`src/rtl/alu_bist_pkg.sv`:
```
// Shared types and constants for the 181-style ALU BIST sequencer.
package alu_bist_pkg;

  typedef enum logic [2:0] {
    S_IDLE,
    S_APPLY,
    S_SETTLE,
    S_CAPTURE,
    S_DONE
  } state_t;

  localparam logic [15:0] MISR_POLY = 16'h1021;
  localparam logic [15:0] MISR_SEED = 16'hFFFF;
  localparam int          VEC_COUNT = 64;
  localparam int          RESP_W    = 8;

endpackage

```
`src/rtl/alu_bist_misr.sv`:
```
// 16-bit MISR with seed load, enable and 8-bit parallel response input.
module alu_bist_misr
  import alu_bist_pkg::*;
(
  input  logic              clk,
  input  logic              rst,
  input  logic              seed,
  input  logic              en,
  input  logic [RESP_W-1:0] data,
  output logic [15:0]       sig,
  output logic [15:0]       sig_next
);

  always_comb begin
    sig_next = {sig[14:0], 1'b0}
             ^ (sig[15] ? MISR_POLY : 16'h0000)
             ^ {{(16-RESP_W){1'b0}}, data};
  end

  always_ff @(posedge clk or posedge rst) begin
    if (rst) begin
      sig <= 16'h0000;
    end else if (seed) begin
      sig <= MISR_SEED;
    end else if (en) begin
      sig <= sig_next;
    end
  end

endmodule

```
`src/rtl/alu_bist_sequencer.sv`:
```
// BIST driver/compactor for a 4-bit 181-style ALU.
// Optional final-signature compare: define ALU_BIST_COMPARE_EN.
module alu_bist_sequencer
  import alu_bist_pkg::*;
#(
  parameter logic [3:0]  A_OPERAND     = 4'b0110,
  parameter logic [3:0]  B_OPERAND     = 4'b1011,
  parameter int          SETTLE_CYCLES = 1,
  parameter logic [15:0] GOLDEN_SIG    = 16'h0000
) (
  input  logic        clk,
  input  logic        rst,
  input  logic        start,
  output logic        busy,
  output logic        done,
  output logic        pass,
  output logic [15:0] signature,
  output logic [3:0]  a_out,
  output logic [3:0]  b_out,
  output logic [3:0]  s_out,
  output logic        m_out,
  output logic        ci_n_out,
  input  logic [3:0]  y_in,
  input  logic        p_in,
  input  logic        q_in,
  input  logic        co_n_in,
  input  logic        aeqb_in
);

  state_t      state;
  logic [5:0]  idx;
  logic [3:0]  cnt;
  logic        seed;
  logic        cap;
  logic        cmp;
  logic [15:0] sig_next;
  logic [RESP_W-1:0] resp;

  assign seed = start && (state == S_IDLE || state == S_DONE);
  assign cap  = (state == S_CAPTURE);
  assign resp = {y_in, p_in, q_in, co_n_in, aeqb_in};

  alu_bist_misr u_misr (
    .clk      (clk),
    .rst      (rst),
    .seed     (seed),
    .en       (cap),
    .data     (resp),
    .sig      (signature),
    .sig_next (sig_next)
  );

`ifdef ALU_BIST_COMPARE_EN
  // Compare the post-fold value so pass lands on the same edge as done.
  assign cmp = (sig_next == GOLDEN_SIG);
`else
  logic unused_ok;
  assign unused_ok = ^{GOLDEN_SIG, sig_next};
  assign cmp = 1'b0;
`endif

  always_ff @(posedge clk or posedge rst) begin
    if (rst) begin
      state    <= S_IDLE;
      idx      <= 6'd0;
      cnt      <= 4'd0;
      busy     <= 1'b0;
      done     <= 1'b0;
      pass     <= 1'b0;
      a_out    <= 4'd0;
      b_out    <= 4'd0;
      s_out    <= 4'd0;
      m_out    <= 1'b0;
      ci_n_out <= 1'b0;
    end else begin
      unique case (state)
        S_IDLE, S_DONE: begin
          if (start) begin
            state <= S_APPLY;
            idx   <= 6'd0;
            cnt   <= 4'd0;
            busy  <= 1'b1;
            done  <= 1'b0;
            pass  <= 1'b0;
            a_out <= A_OPERAND;
            b_out <= B_OPERAND;
            {ci_n_out, m_out, s_out} <= 6'd0;
          end
        end
        S_APPLY: begin
          state <= S_SETTLE;
          cnt   <= 4'd0;
        end
        S_SETTLE: begin
          if (cnt == 4'(SETTLE_CYCLES - 1)) begin
            state <= S_CAPTURE;
            cnt   <= 4'd0;
          end else begin
            cnt <= cnt + 4'd1;
          end
        end
        S_CAPTURE: begin
          if (idx == 6'(VEC_COUNT - 1)) begin
            state <= S_DONE;
            busy  <= 1'b0;
            done  <= 1'b1;
            pass  <= cmp;
            a_out <= 4'd0;
            b_out <= 4'd0;
            {ci_n_out, m_out, s_out} <= 6'd0;
          end else begin
            state <= S_APPLY;
            idx   <= idx + 6'd1;
            {ci_n_out, m_out, s_out} <= idx + 6'd1;
          end
        end
        default: state <= S_IDLE;
      endcase
    end
  end

endmodule

```
`config.mk`:
```
export PLATFORM = sky130hd
export DESIGN_NAME = alu_bist_sequencer
export DESIGN_NICKNAME = d
export VERILOG_FILES = /design/src/rtl/alu_bist_pkg.sv /design/src/rtl/alu_bist_misr.sv /design/src/rtl/alu_bist_sequencer.sv
export SDC_FILE = /design/constraint.sdc
export NUM_CORES = 1
export LEC_CHECK = 0
export BUFFER_PORTS_ARGS = -buffer_cell sky130_fd_sc_hd__buf_2
export CAP_MARGIN = 20
export CORE_UTILIZATION = 52
export CTS_BUF_LIST = sky130_fd_sc_hd__clkbuf_8
export CTS_CLUSTER_DIAMETER = 60
export DETAILED_ROUTE_END_ITERATION = 12
export GPL_ROUTABILITY_DRIVEN = 0
export PLACE_DENSITY = 0.86
export SETUP_SLACK_MARGIN = 0.2
export SYNTH_ARGS = -nofsm -noshare
export SYNTH_HDL_FRONTEND = slang
export SYNTH_SLANG_ARGS = --single-unit
```
`constraint.sdc`:
```
create_clock -name clk -period 2.9 [get_ports clk]
set_clock_uncertainty 0.05 [all_clocks]
set_input_delay 0.58 -clock clk [delete_from_list [all_inputs] [get_ports clk]]
set_output_delay 0.58 -clock clk [all_outputs]
set_load 0.03 [all_outputs]
```
# Yosys cells after proc, flatten, opt, wreduce, memory -nomap -nowiden
# Cells that the tools add are included.
[op_classes]
add_sub_neg = 2
eq_ne = 9
n_mux = 31
bitwise = 2
n_reduce_logical = 13
[op_table]
columns = ["op", "n"]
rows = [
  ["$mux W16", 2],
  ["$mux W4", 6],
  ["$pmux W4 S2", 3],
  ["$xor A16 B16 Y16", 1],
  ["$xor A16 B8 Y16", 1],
  ["$mux W13", 1],
  ["$mux W6", 2],
  ["$pmux W3 S4", 1],
  ["$pmux W4 S3", 1],
  ["$pmux W6 S2", 1],
  ["$pmux W1 S2", 5],
  ["$mux W3", 3],
  ["$add A6 B1 Y6 const B", 1],
  ["$eq A3 B2 Y1 const B", 2],
  ["$eq A6 B6 Y1 const B", 1],
  ["$mux W1", 6],
  ["$ne A2 B2 Y1 const B", 3],
  ["$reduce_and A2 Y1", 3],
  ["$reduce_and A3 Y1", 2],
  ["$add A4 B1 Y4 const B", 1],
  ["$logic_not A4 Y1", 1],
  ["$reduce_bool A2 Y1", 2],
  ["$eq A3 B1 Y1 const B", 1],
  ["$eq A3 B3 Y1 const B", 1],
  ["other kinds (6)", 6],
]
[totals]
regBits = 46
out_inout_bits = 33
elab_cells = 69

# Depth between registers and ports, before layout
# Gate-level depths: netlist of run 1.
[logic_depth]
ltp_word = 5
ltp_mapped = 6
mapped_depth_nobuf = 5

# Cells and area by module
# A second synthesis of run 1 with hierarchy kept.
[hier_totals]
cells_unflattened = 184
hier_area_um2 = 1941.9
[by_module_without_submodules]
columns = ["module", "n_inst", "cells_per_inst", "area_each_um2", "seq_area_each_um2"]
rows = [
  ["alu_bist_sequencer", 1, 114, 1124.8, 525.5],
  ["alu_bist_misr", 1, 70, 817.0, 400.4],
]

# Least setup slack after synthesis of run 1
# OpenSTA, ideal clock, no wires.
[synth_timing]
path_kind = "input-to-reg"
start = "in start"
end = "reg idx[0]"
setup_time_ns = 0.125
arrival_time_ns = 1.417
t_required_ns = 2.725
path_slack_ns = 1.308
cell_stages = 4
path_buffers = 0
path_cell_list = "or3b_4 nand2_2 nand2_1 mux2_2"
[synth_via]
elab_chain_cells = 2
[synth_rtl]
columns = ["element", "line", "source"]
rows = [
  ["start: declaration", "alu_bist_sequencer.sv:13", "input logic start,"],
  ["$ne A2 B2 Y1 (no source line)", "n/a", ""],
  ["$reduce_and A3 Y1 (no source line)", "n/a", ""],
  ["end signal: assignment", "alu_bist_sequencer.sv:113", "idx <= idx + 6'd1;"],
  ["end: declaration", "alu_bist_sequencer.sv:31", "logic [5:0] idx;"],
]
# No other way between the ends.
# A chain may end at the register's enable or synchronous reset.

# Final worst setup path of run 1
[layout_timing]
start = "reg state[0]"
end = "reg idx[0]"
[layout_via]
elab_chain_cells = 4
[layout_rtl]
columns = ["element", "line", "source"]
rows = [
  ["start: declaration", "alu_bist_sequencer.sv:30", "state_t state;"],
  ["start signal: assignment", "alu_bist_sequencer.sv:64", "state <= S_IDLE;"],
  ["start signal: assignment", "alu_bist_sequencer.sv:79", "state <= S_APPLY;"],
  ["start signal: assignment", "alu_bist_sequencer.sv:91", "state <= S_SETTLE;"],
  ["$eq A3 B3 Y1 / $logic_not A3 Y1 (equally long branches)", "alu_bist_sequencer.sv:76", "unique case (state)"],
  ["$reduce_or A2 Y1", "alu_bist_sequencer.sv:76", ""],
  ["$ne A2 B2 Y1 (no source line) / $reduce_bool A2 Y1 (equally long branches)", "n/a", ""],
  ["$reduce_and A3 Y1 (no source line)", "n/a", ""],
]
# Parallel ways exist; a longest one is shown, timed or not.

==> results of run 1 <==
[power breakdown]
part | internal (mW) | total [mW] | switching, mW
clock network | 0.170 | 0.359 | 0.189
registers | 0.715 | 0.917 | 0.203
logic | 0.401 | 1.14 | 0.740
[kinds of logic (layout without fill, tap and decap cells)]
kind of cell | count (synthesis) | in the layout
AO/OA/AOI/OAI | 32 | 32
XOR/XNOR | 14 | 14
adder cells (fa/ha/maj) | 3 | 3
buffers and inverters | 20 | 55
flip-flops | 37 | 37
multiplexers | 2 | 2
other | 1 | 4
AND/OR/NAND/NOR | 68 | 68
[layer usage]
metal | part of all wire [%] | vias up | track usage, %
met4 | 1.0 | 0 | 8.44
met2 | 49 | 48 | 33.9
li1 | - | 668 | -
met5 | 0 | - | 0
met3 | 6.2 | 5 | 8.32
met1 | 43 | 660 | 29.6
[critical path, stage by stage (launching register included)]
cell	delay (ps)
dfrtp_1	540
nand3b_1	410
buf_4	320
nand2_2	160
nand2_1	110
mux2_2	270
[sequential cells by signal, summed over array words and instances (netlist names)]
name        count
m_out           1
cnt             4
s_out           4
state           3
u_misr.sig     16
idx             6
a_out           1
ci_n_out        1
done            1
[worst paths after layout]
path / slack, ps / cells after the start / startpoint / endpoint
min reg2reg: 430 / 1 / s_out[3] / s_out[3]
min: 320 / 3 / rst / u_misr.sig[6]
max reg2reg: 930 / 5 / state[0] / idx[0]
max in group asynchronous: 2160 / 3 / rst / ci_n_out
min in group clk: 430 / 1 / s_out[3] / s_out[3]
max: 930 / 5 / state[0] / idx[0]
[cells in the mapped netlist (all sizes together)]
| master | n | share of area [%] |
|---|---|---|
| nand2 | 25 | 5.4 |
| and3 | 1 | 0.35 |
| o21ai | 5 | 1.4 |
| nor3 | 3 | 0.85 |
| and3b | 2 | 0.99 |
| conb | 1 | 0.21 |
| nand2b | 1 | 0.35 |
| dfrtp | 37 | 52 |
| and4b | 1 | 0.56 |
| or3 | 2 | 0.71 |
| xor2 | 3 | 1.5 |
| inv | 5 | 1.1 |
| o41ai | 1 | 0.49 |
| o31ai | 1 | 0.42 |
| nand3 | 11 | 3.1 |
| a211o | 1 | 0.49 |
| nand3b | 1 | 0.42 |
| a31oi | 1 | 0.35 |
| a21oi | 12 | 3.4 |
| a22o | 3 | 1.5 |
| or3b | 1 | 0.63 |
| nor2 | 17 | 3.6 |
| a211oi | 2 | 1.1 |
| nor3b | 2 | 1.1 |
| ha | 3 | 2.1 |
| a21o | 2 | 0.85 |
| o211ai | 1 | 0.42 |
| a221o | 2 | 1.1 |
| nor2b | 1 | 0.35 |
| buf | 13 | 5.3 |
| mux2 | 2 | 1.3 |
| clkbuf | 2 | 0.42 |
| xnor2 | 11 | 5.4 |
| o2bb2ai | 1 | 0.49 |
[area by class of cell]
type                       count  area (µm²)
timing repair buffer          42         218
inverter                       5        18.8
sequential                    37         926
clock inverter                 3        21.3
fill                         267        1110
tap                           44        55.1
clock buffer                   5        68.8
multi-input combinational    123         739
[metrics by stage]
step	cells	util [%]	setup slack (ps)	area (µm²)	hold WS, ps
after floorplan	180	-	1310	1790	403
after global placement	251	62.1	1050	1960	406
after detailed placement	251	62.1	996	1960	417
after CTS	259	64.9	960	2050	335
after global routing	259	64.9	799	2050	363
final	259	64.9	926	2050	317
[placed cells by master, fill, tap and decap left out, types with 3 or more instances in the layout]
master / n
a21oi_1: 12
a22o_1: 3
buf_2: 39
buf_4: 3
clkbuf_8: 5
conb_1: 4
dfrtp_1: 37
ha_1: 3
inv_1: 5
nand2_1: 24
nand3_1: 11
nor2_1: 17
nor3_1: 3
o21ai_0: 5
xnor2_1: 11
xor2_1: 3
==> results by group, run 1 <==
Run status
  – Status: completed

Clock tree
  – H-tree levels: 2
  – Clk buf depth: 2
  – Total setup buffers inserted after CTS: 0
  – CTS Root Cell: clkbuf_8
  – Num CTS Buffers: 5
  – CTS tree: yes
  – CTS Hold Bufs: 0
  – Clk Latency, worst-skew pair: 290 ps
  – Post_cts resized: 0
  – Clock sink count: 37
  – Worst-path clk slew: 80 ps

Yosys
  – Synth Area in Compound Gates: 12.1%
  – Post-Syn Area: 0.00177 mm²
  – Synth Area in Adders: 2.12%
  – Yosys warnings: 0
  – Largest family of logic cells by synthesized area: simple AND/OR/NAND/NOR gates
  – Mux contribution to synthesized area: 1.27%
  – Mapped Cells: 177
  – Synth Register Bits: 37
  – Xor-xnor portion of the synthesized cell area: 6.91%
  – Sequential area share after synthesis: 52.2%
  – Simple-Gate Fraction of Synth Area: 18.5%
  – Synth unique cells: 39
  – Avg Synthesized Cell Area: 10.0 µm²

STA
  – Final setup TNS: 0 ps
  – Max Clk Rate: 0.507 GHz
  – RSZ-0062 raised after global routing: false
  – Final period utilization: 68.1%
  – Final hold violation count: 0
  – Post-layout min period: 1970 ps
  – Slew Limit Fails: 0
  – Setup-failing EPs final: 0

Worst setup path
  – Worst Path Arrival: 2100 ps
  – Critical path data required time: 3030 ps
  – Setup crit start kind: flop
  – CP Class: reg -> reg
  – Crit end category: flop
  – CP Max Fanout: 13

Final layout
  – Layout cell share with drive strength beyond 1: 26.0%
  – # nets final: 228
  – # diodes: 0
  – Syn-to-layout area delta: 15.4%

Drt
  – DRC: 0
  – DRT iter0 DRCs: 30
  – Via density: 5.33
  – Vias after detailed routing: 1381
  – Pre-Repair DR Iteration Count: 4
  – Wire per inst: 13.4 µm
  – Detail Route Antenna Nets: 0
  – Final wirelength: 3480 µm

Worst hold path
  – Worst Hold Class: in -> async

Die
  – Initial Util: 56.3%
  – Die area: 0.00365 mm²
  – Rows: 20
  – Die W: 60.4 µm
  – CORE AREA: 0.00315 mm²
  – Top-Level Pins: 44
  – Die span in y: 60.4 µm

Job
  – Maxcap violations: 0

Placed design
  – IO Port Bufs: 39
  – Dpl hpwl: 2490 µm

Power
  – Static leakage: 0.982 nW
  – Pwr Density: 1180 mW/mm²
  – Tot Pwr: 2.42 mW
  – Worst vdd rail ir drop: 764 µV

Global routing
  – GRT overflow: 0
  – Number of global-route vias before repair: 1284
  – Initial antenna violation count: 0
  – First-pass GRT wire length: 5780 µm
  – Largest net degree at the start of global routing: 38
  – GRT Total Usage: 22.4%
No activity file was read; power rests on OpenSTA's default activity.
==> inputs of run 2 (changes only) <==
==> constraint.sdc (replaced) <==
create_clock -name clk -period 1.9 [get_ports clk]
set_clock_uncertainty 0.05 [all_clocks]
set_input_delay 0.38 -clock clk [delete_from_list [all_inputs] [get_ports clk]]
set_output_delay 0.38 -clock clk [all_outputs]
set_load 0.03 [all_outputs]
==> run 2 against run 1 <==
Against the previous run:
- first-iteration DRC count up 50%
- via count about the same
- non-clock buffer count up 3
- critical path depth down 1
- largest cell class unchanged
==> results by group, run 2 (same netlist as run 1, synthesis figures left out) <==
Worst setup path
  – Crit end category: flop
  – Family with the most delay on the worst path: simple AND/OR/NAND/NOR gates
  – Worst Path Arrival: 1780 ps
  – CP Max Fanout: 12
  – Crit-path slowest cell: or3b_4
  – CP Class: reg -> reg
  – CP max stage delay: 520 ps
  – Flop-to-flop setup slack: 250 ps
  – R2R depth: 4
  – Critical path data required time: 2030 ps
  – Setup crit start kind: flop
  – Buf+Inv Stages, Crit Path: 0
  – Worst-path cell chain: or3b_4 -> nand2_2 -> nand2_1 -> mux2_2
  – Levels on crit path: 4

Power
  – Switch Pwr: 1.72 mW
  – Pint: 2.27 mW
  – Combinational share of power: 44.8%
  – Clock power frac: 20.2%
  – Static leakage: 1.02 nW
  – Worst vdd rail ir drop: 1070 µV
  – Switching Share: 43.1%
  – Reg power frac: 35.0%
  – Pwr Density: 1880 mW/mm²

Die
  – Rows: 20
  – Die span in y: 60.4 µm
  – Die area: 0.00365 mm²
  – Top-Level Pins: 44
  – Initial Util: 56.3%
  – Die W: 60.4 µm
  – CORE AREA: 0.00315 mm²

Job
  – Maxcap violations: 0

STA
  – Final period utilization: 86.7%
  – RSZ-0062 raised after global routing: false
  – Post-layout min period: 1650 ps
  – Final hold violation count: 0
  – Slew Limit Fails: 0
  – Final setup TNS: 0 ps
  – Max Clk Rate: 0.607 GHz
  – Setup-failing EPs final: 0

Placed design
  – Dpl hpwl: 2390 µm
  – IO Port Bufs: 39

Final layout
  – Largest registers ranked by flip-flop count: u_misr.sig (16), idx (6)
  – # diodes: 0
  – Seq. cell area: 927 µm²
  – Biggest register: u_misr.sig
  – Syn-to-layout area delta: 19.5%
  – Finished Core Util: 67.2%
  – Largest register FFs: 16
  – Most frequent cells in the layout: buf_2 (39), dfrtp_1 (36), nand2_1 (24), nor2_1 (16), a21oi_1 (12)
  – # nets final: 231
  – Layout cell share with drive strength beyond 1: 28.4%
  – Multi-input logic area: 744 µm²
  – Most common cell after layout, fill and taps aside: buf_2
  – Fillcell total: 256

Global routing
  – Number of global-route vias before repair: 1229
  – First-pass GRT wire length: 5510 µm
  – GRT Total Usage: 21.4%
  – Largest net degree at the start of global routing: 38
  – GRT overflow: 0
  – Initial antenna violation count: 0

Clock tree
  – CTS Hold Bufs: 0
  – Post_cts resized: 0
  – Worst-path clk slew: 70 ps
  – Clock sink count: 37
  – Total setup buffers inserted after CTS: 0
  – Clk buf depth: 2
  – H-tree levels: 2
  – Num CTS Buffers: 5
  – CTS Root Cell: clkbuf_8
  – Clk Latency, worst-skew pair: 290 ps
  – CTS tree: yes

Drt
  – Detail Route Antenna Nets: 0
  – DRC: 0
  – Vias after detailed routing: 1380
  – DRT iter0 DRCs: 45
  – Final wirelength: 3350 µm
  – Pre-Repair DR Iteration Count: 4
  – Via density: 5.27
  – Wire per inst: 12.8 µm

Run status
  – Status: completed

Worst hold path
  – Worst Hold Class: in -> async
==> run 2: cell count changes in the layout (fill, tap and decap cells not counted), sizes merged <==
| cell | before | now |
|---|---|---|
| bufinv | 0 | 2 |
| buf | 42 | 45 |
| inv | 6 | 5 |
| clkinvlp | 1 | 0 |
==> run 2: stage by stage <==
stage / power, mW / worst slack [ps] / hold WS, ps / cells / instance area [µm²]
floorplan: 2.69 / 377 / 403 / 180 / 1790
global placement: 3.13 / 304 / 407 / 254 / 1980
detailed placement: 3.18 / 255 / 420 / 254 / 1980
CTS: 4.01 / 230 / 130 / 262 / 2110
global route: 4.25 / 205 / 155 / 262 / 2120
finish: 3.99 / 253 / 121 / 262 / 2120
==> run 2: metal layers <==
metal | up-vias | wire length (µm) | share of wire (%) | track usage (%)
met5 | - | 0 | 0 | 0
met4 | 0 | 38 | 1.1 | 6.82
met3 | 3 | 172 | 5.1 | 7.89
met2 | 42 | 1520 | 45 | 32.0
met1 | 662 | 1620 | 48 | 29.4
li1 | 673 | - | - | -
==> run 2: final timing paths <==
check | from | end
worst min-delay path | rst | cnt[0]
worst max-delay path | state[0] | idx[0]
worst min register to register | s_out[3] | s_out[3]
worst max register to register | state[0] | idx[0]
min in group clk | start | state[2]
max in group asynchronous | rst | idx[0]
==> run 2: worst reg2reg max path, delay by kind of cell (launching register included) <==
kind,cells,cell delay [ps]
DFF,1,490
muxes,1,280
and+or+nand+nor,3,720
==> run 2: final cells by class <==
cell class                      instances  share of cell area (%)
Clock buffer                            5                    3.25
Clock inverter                          3                    3.07
Inverter                                5                   0.885
Multi-Input combinational cell        123                    35.1
Sequential cell                        37                    43.7
Tap cell                               44                    2.60
Timing Repair Buffer                   45                    11.3
==> run 2: power by group through the flow <==
stage	logic (mW)	clock network (mW)	registers, mW
after floorplan	0.928	0	1.76
after global placement	1.75	0	1.38
after detailed placement	1.79	0	1.40
after CTS	1.79	0.825	1.39
after global routing	1.96	0.851	1.44
final	1.78	0.806	1.39
==> inputs of run 3 (changes only) <==
--- a/config.mk
+++ b/config.mk
@@ -5,7 +5,7 @@
 export SDC_FILE = /design/constraint.sdc
 export NUM_CORES = 1
 export LEC_CHECK = 0
-export BUFFER_PORTS_ARGS = -buffer_cell sky130_fd_sc_hd__buf_2
+export BUFFER_PORTS_ARGS = -buffer_cell sky130_fd_sc_hd__clkbuf_2
 export CAP_MARGIN = 20
 export CORE_UTILIZATION = 52
 export CTS_BUF_LIST = sky130_fd_sc_hd__clkbuf_8
==> run 3 against run 2 <==
Against the previous run:
- worst hold slack lost 17 ps
- routed wire length rose by 4.6%
- clock power fell by 25%
- sequential share of layout area grew 0.68 points
- combinational power about the same
- sequential cell count unchanged
- cell count unchanged
- first-iteration DRC count fell by 51%
- maximum frequency is 2.0% higher
- total power shrank 4.6%
- clock-buffer cell count up 2
- global-route usage is 0.42 points higher
- critical path type unchanged
==> results by group, run 3 (same netlist as run 1, synthesis figures left out) <==
Clock tree
  – Num CTS Buffers: 5
  – CTS tree: yes
  – Worst-path clk slew: 70 ps
  – Total setup buffers inserted after CTS: 0
  – CTS Root Cell: clkbuf_8
  – H-tree levels: 2
  – Clk buf depth: 2
  – CTS Hold Bufs: 0
  – Post_cts resized: 0
  – Clock sink count: 37
  – Clk Latency, worst-skew pair: 290 ps

Global routing
  – First-pass GRT wire length: 5690 µm
  – Initial antenna violation count: 0
  – GRT Max-Usage Layer: met1
  – Global Route met3 Usage: 7.25%
  – GR Util met2: 31.2%
  – GRT overflow: 0
  – Number of global-route vias before repair: 1226
  – Largest net degree at the start of global routing: 38
  – GRT Total Usage: 21.9%
  – Met1 Use GR: 31.7%

Die
  – Die W: 60.4 µm
  – Rows: 20
  – Initial Util: 56.3%
  – Die span in y: 60.4 µm
  – CORE AREA: 0.00315 mm²
  – Die area: 0.00365 mm²
  – Top-Level Pins: 44

Drt
  – Vias after detailed routing: 1390
  – Detail Route Antenna Nets: 0
  – Via density: 5.31
  – Wire per inst: 13.4 µm
  – DRT iter0 DRCs: 22
  – Pre-Repair DR Iteration Count: 4
  – Final wirelength: 3510 µm
  – DRC: 0

Final layout
  – Largest register FFs: 16
  – Post-Layout Inst Area: 0.00209 mm²
  – Fin cells: 262
  – Most frequent cells in the layout: clkbuf_2 (39), dfrtp_1 (36), nand2_1 (24), nor2_1 (16), a21oi_1 (12)
  – Syn-to-layout area delta: 17.6%
  – Finished Core Util: 66.2%
  – Layout cell share with drive strength beyond 1: 28.4%
  – Largest registers ranked by flip-flop count: u_misr.sig (16), idx (6)
  – Most common cell after layout, fill and taps aside: clkbuf_2
  – # diodes: 0
  – # nets final: 231
  – Fillcell total: 289
  – Biggest register: u_misr.sig

Worst setup path
  – Setup crit start kind: flop
  – R2R depth: 5
  – Worst path most repeated cell: nand2_1
  – Family with the most delay on the worst path: simple AND/OR/NAND/NOR gates
  – Levels on crit path: 5
  – Buf+Inv Stages, Crit Path: 0
  – Critical path data required time: 2080 ps
  – CP Max Fanout: 6
  – Crit-path slowest cell: or3_1
  – Worst Path Arrival: 1790 ps
  – CP Class: reg -> reg
  – Crit end category: flop
  – CP max stage delay: 430 ps
  – Flop-to-flop setup slack: 290 ps
  – Worst-path cell chain: ha_2 -> nand2_1 -> or3_1 -> nand2_1 -> mux2_2

Power
  – Worst vdd rail ir drop: 1110 µV
  – Static leakage: 1.02 nW
  – Pwr Density: 1820 mW/mm²

Job
  – Maxcap violations: 0

STA
  – Slew Limit Fails: 0
  – Post-layout min period: 1610 ps
  – RSZ-0062 raised after global routing: false
  – Final setup TNS: 0 ps
  – Final period utilization: 85.0%
  – Setup-failing EPs final: 0
  – Setup WS post-layout: 286 ps
  – Final hold violation count: 0
  – Max Clk Rate: 0.619 GHz

Placed design
  – Cell count after placement: 254
  – IO Port Bufs: 39
  – Dpl hpwl: 2400 µm
  – Dpl cell area: 0.00198 mm²
  – Pre-CTS setup slack: 247 ps

Run status
  – Status: completed

Worst hold path
  – Worst Hold Class: in -> async
[run 3: cell types whose count changed in the layout (fill, tap and decap cells not counted)]
cell	delta
buf_2	-39
bufinv_16	-2
clkbuf_2	+39
clkbuf_8	+2
[run 3: layout make-up]
cell class / count / area, µm² / share of cell area (%)
inverter: 5 / 18.8 / 0.899
tap: 44 / 55.1 / 2.64
multi-input combinational: 123 / 744 / 35.7
sequential: 37 / 927 / 44.4
timing repair buffer: 45 / 240 / 11.5
clock buffer: 7 / 96.3 / 4.62
clock inverter: 1 / 5.00 / 0.240
[run 3: path summary, 6_finish.rpt]
kind,start,to
max,idx[1],idx[0]
min,rst,u_misr.sig[4]
max reg2reg,idx[1],idx[0]
min reg2reg,s_out[3],s_out[3]
max in group asynchronous,rst,idx[0]
min in group clk,start,state[2]
[run 3: tightest hold or removal path: cells and delay by family]
family / cells / cell delay, ps
buf+inv: 3 / 500
[run 3: metal layers]
layer | vias to the layer above | routed length [µm]
li1 | 668 | -
met1 | 670 | 1610
met2 | 47 | 1660
met3 | 5 | 198
met4 | 0 | 36
met5 | - | 0
[run 3: where the power goes]
group          leakage [nW]  total, mW  internal, mW  switching [mW]
registers             0.448       1.40          1.09           0.307
clock network        0.0542      0.603         0.328           0.276
logic                 0.516       1.80         0.647            1.15
total                  1.02       3.80          2.07            1.74
[run 3: per-stage QoR]
step / hold WS [ps] / power [mW]
after floorplan: 403 / 2.69
after global placement: 412 / 3.14
after detailed placement: 420 / 3.18
after CTS: 120 / 3.81
after global routing: 151 / 4.07
final: 104 / 3.80
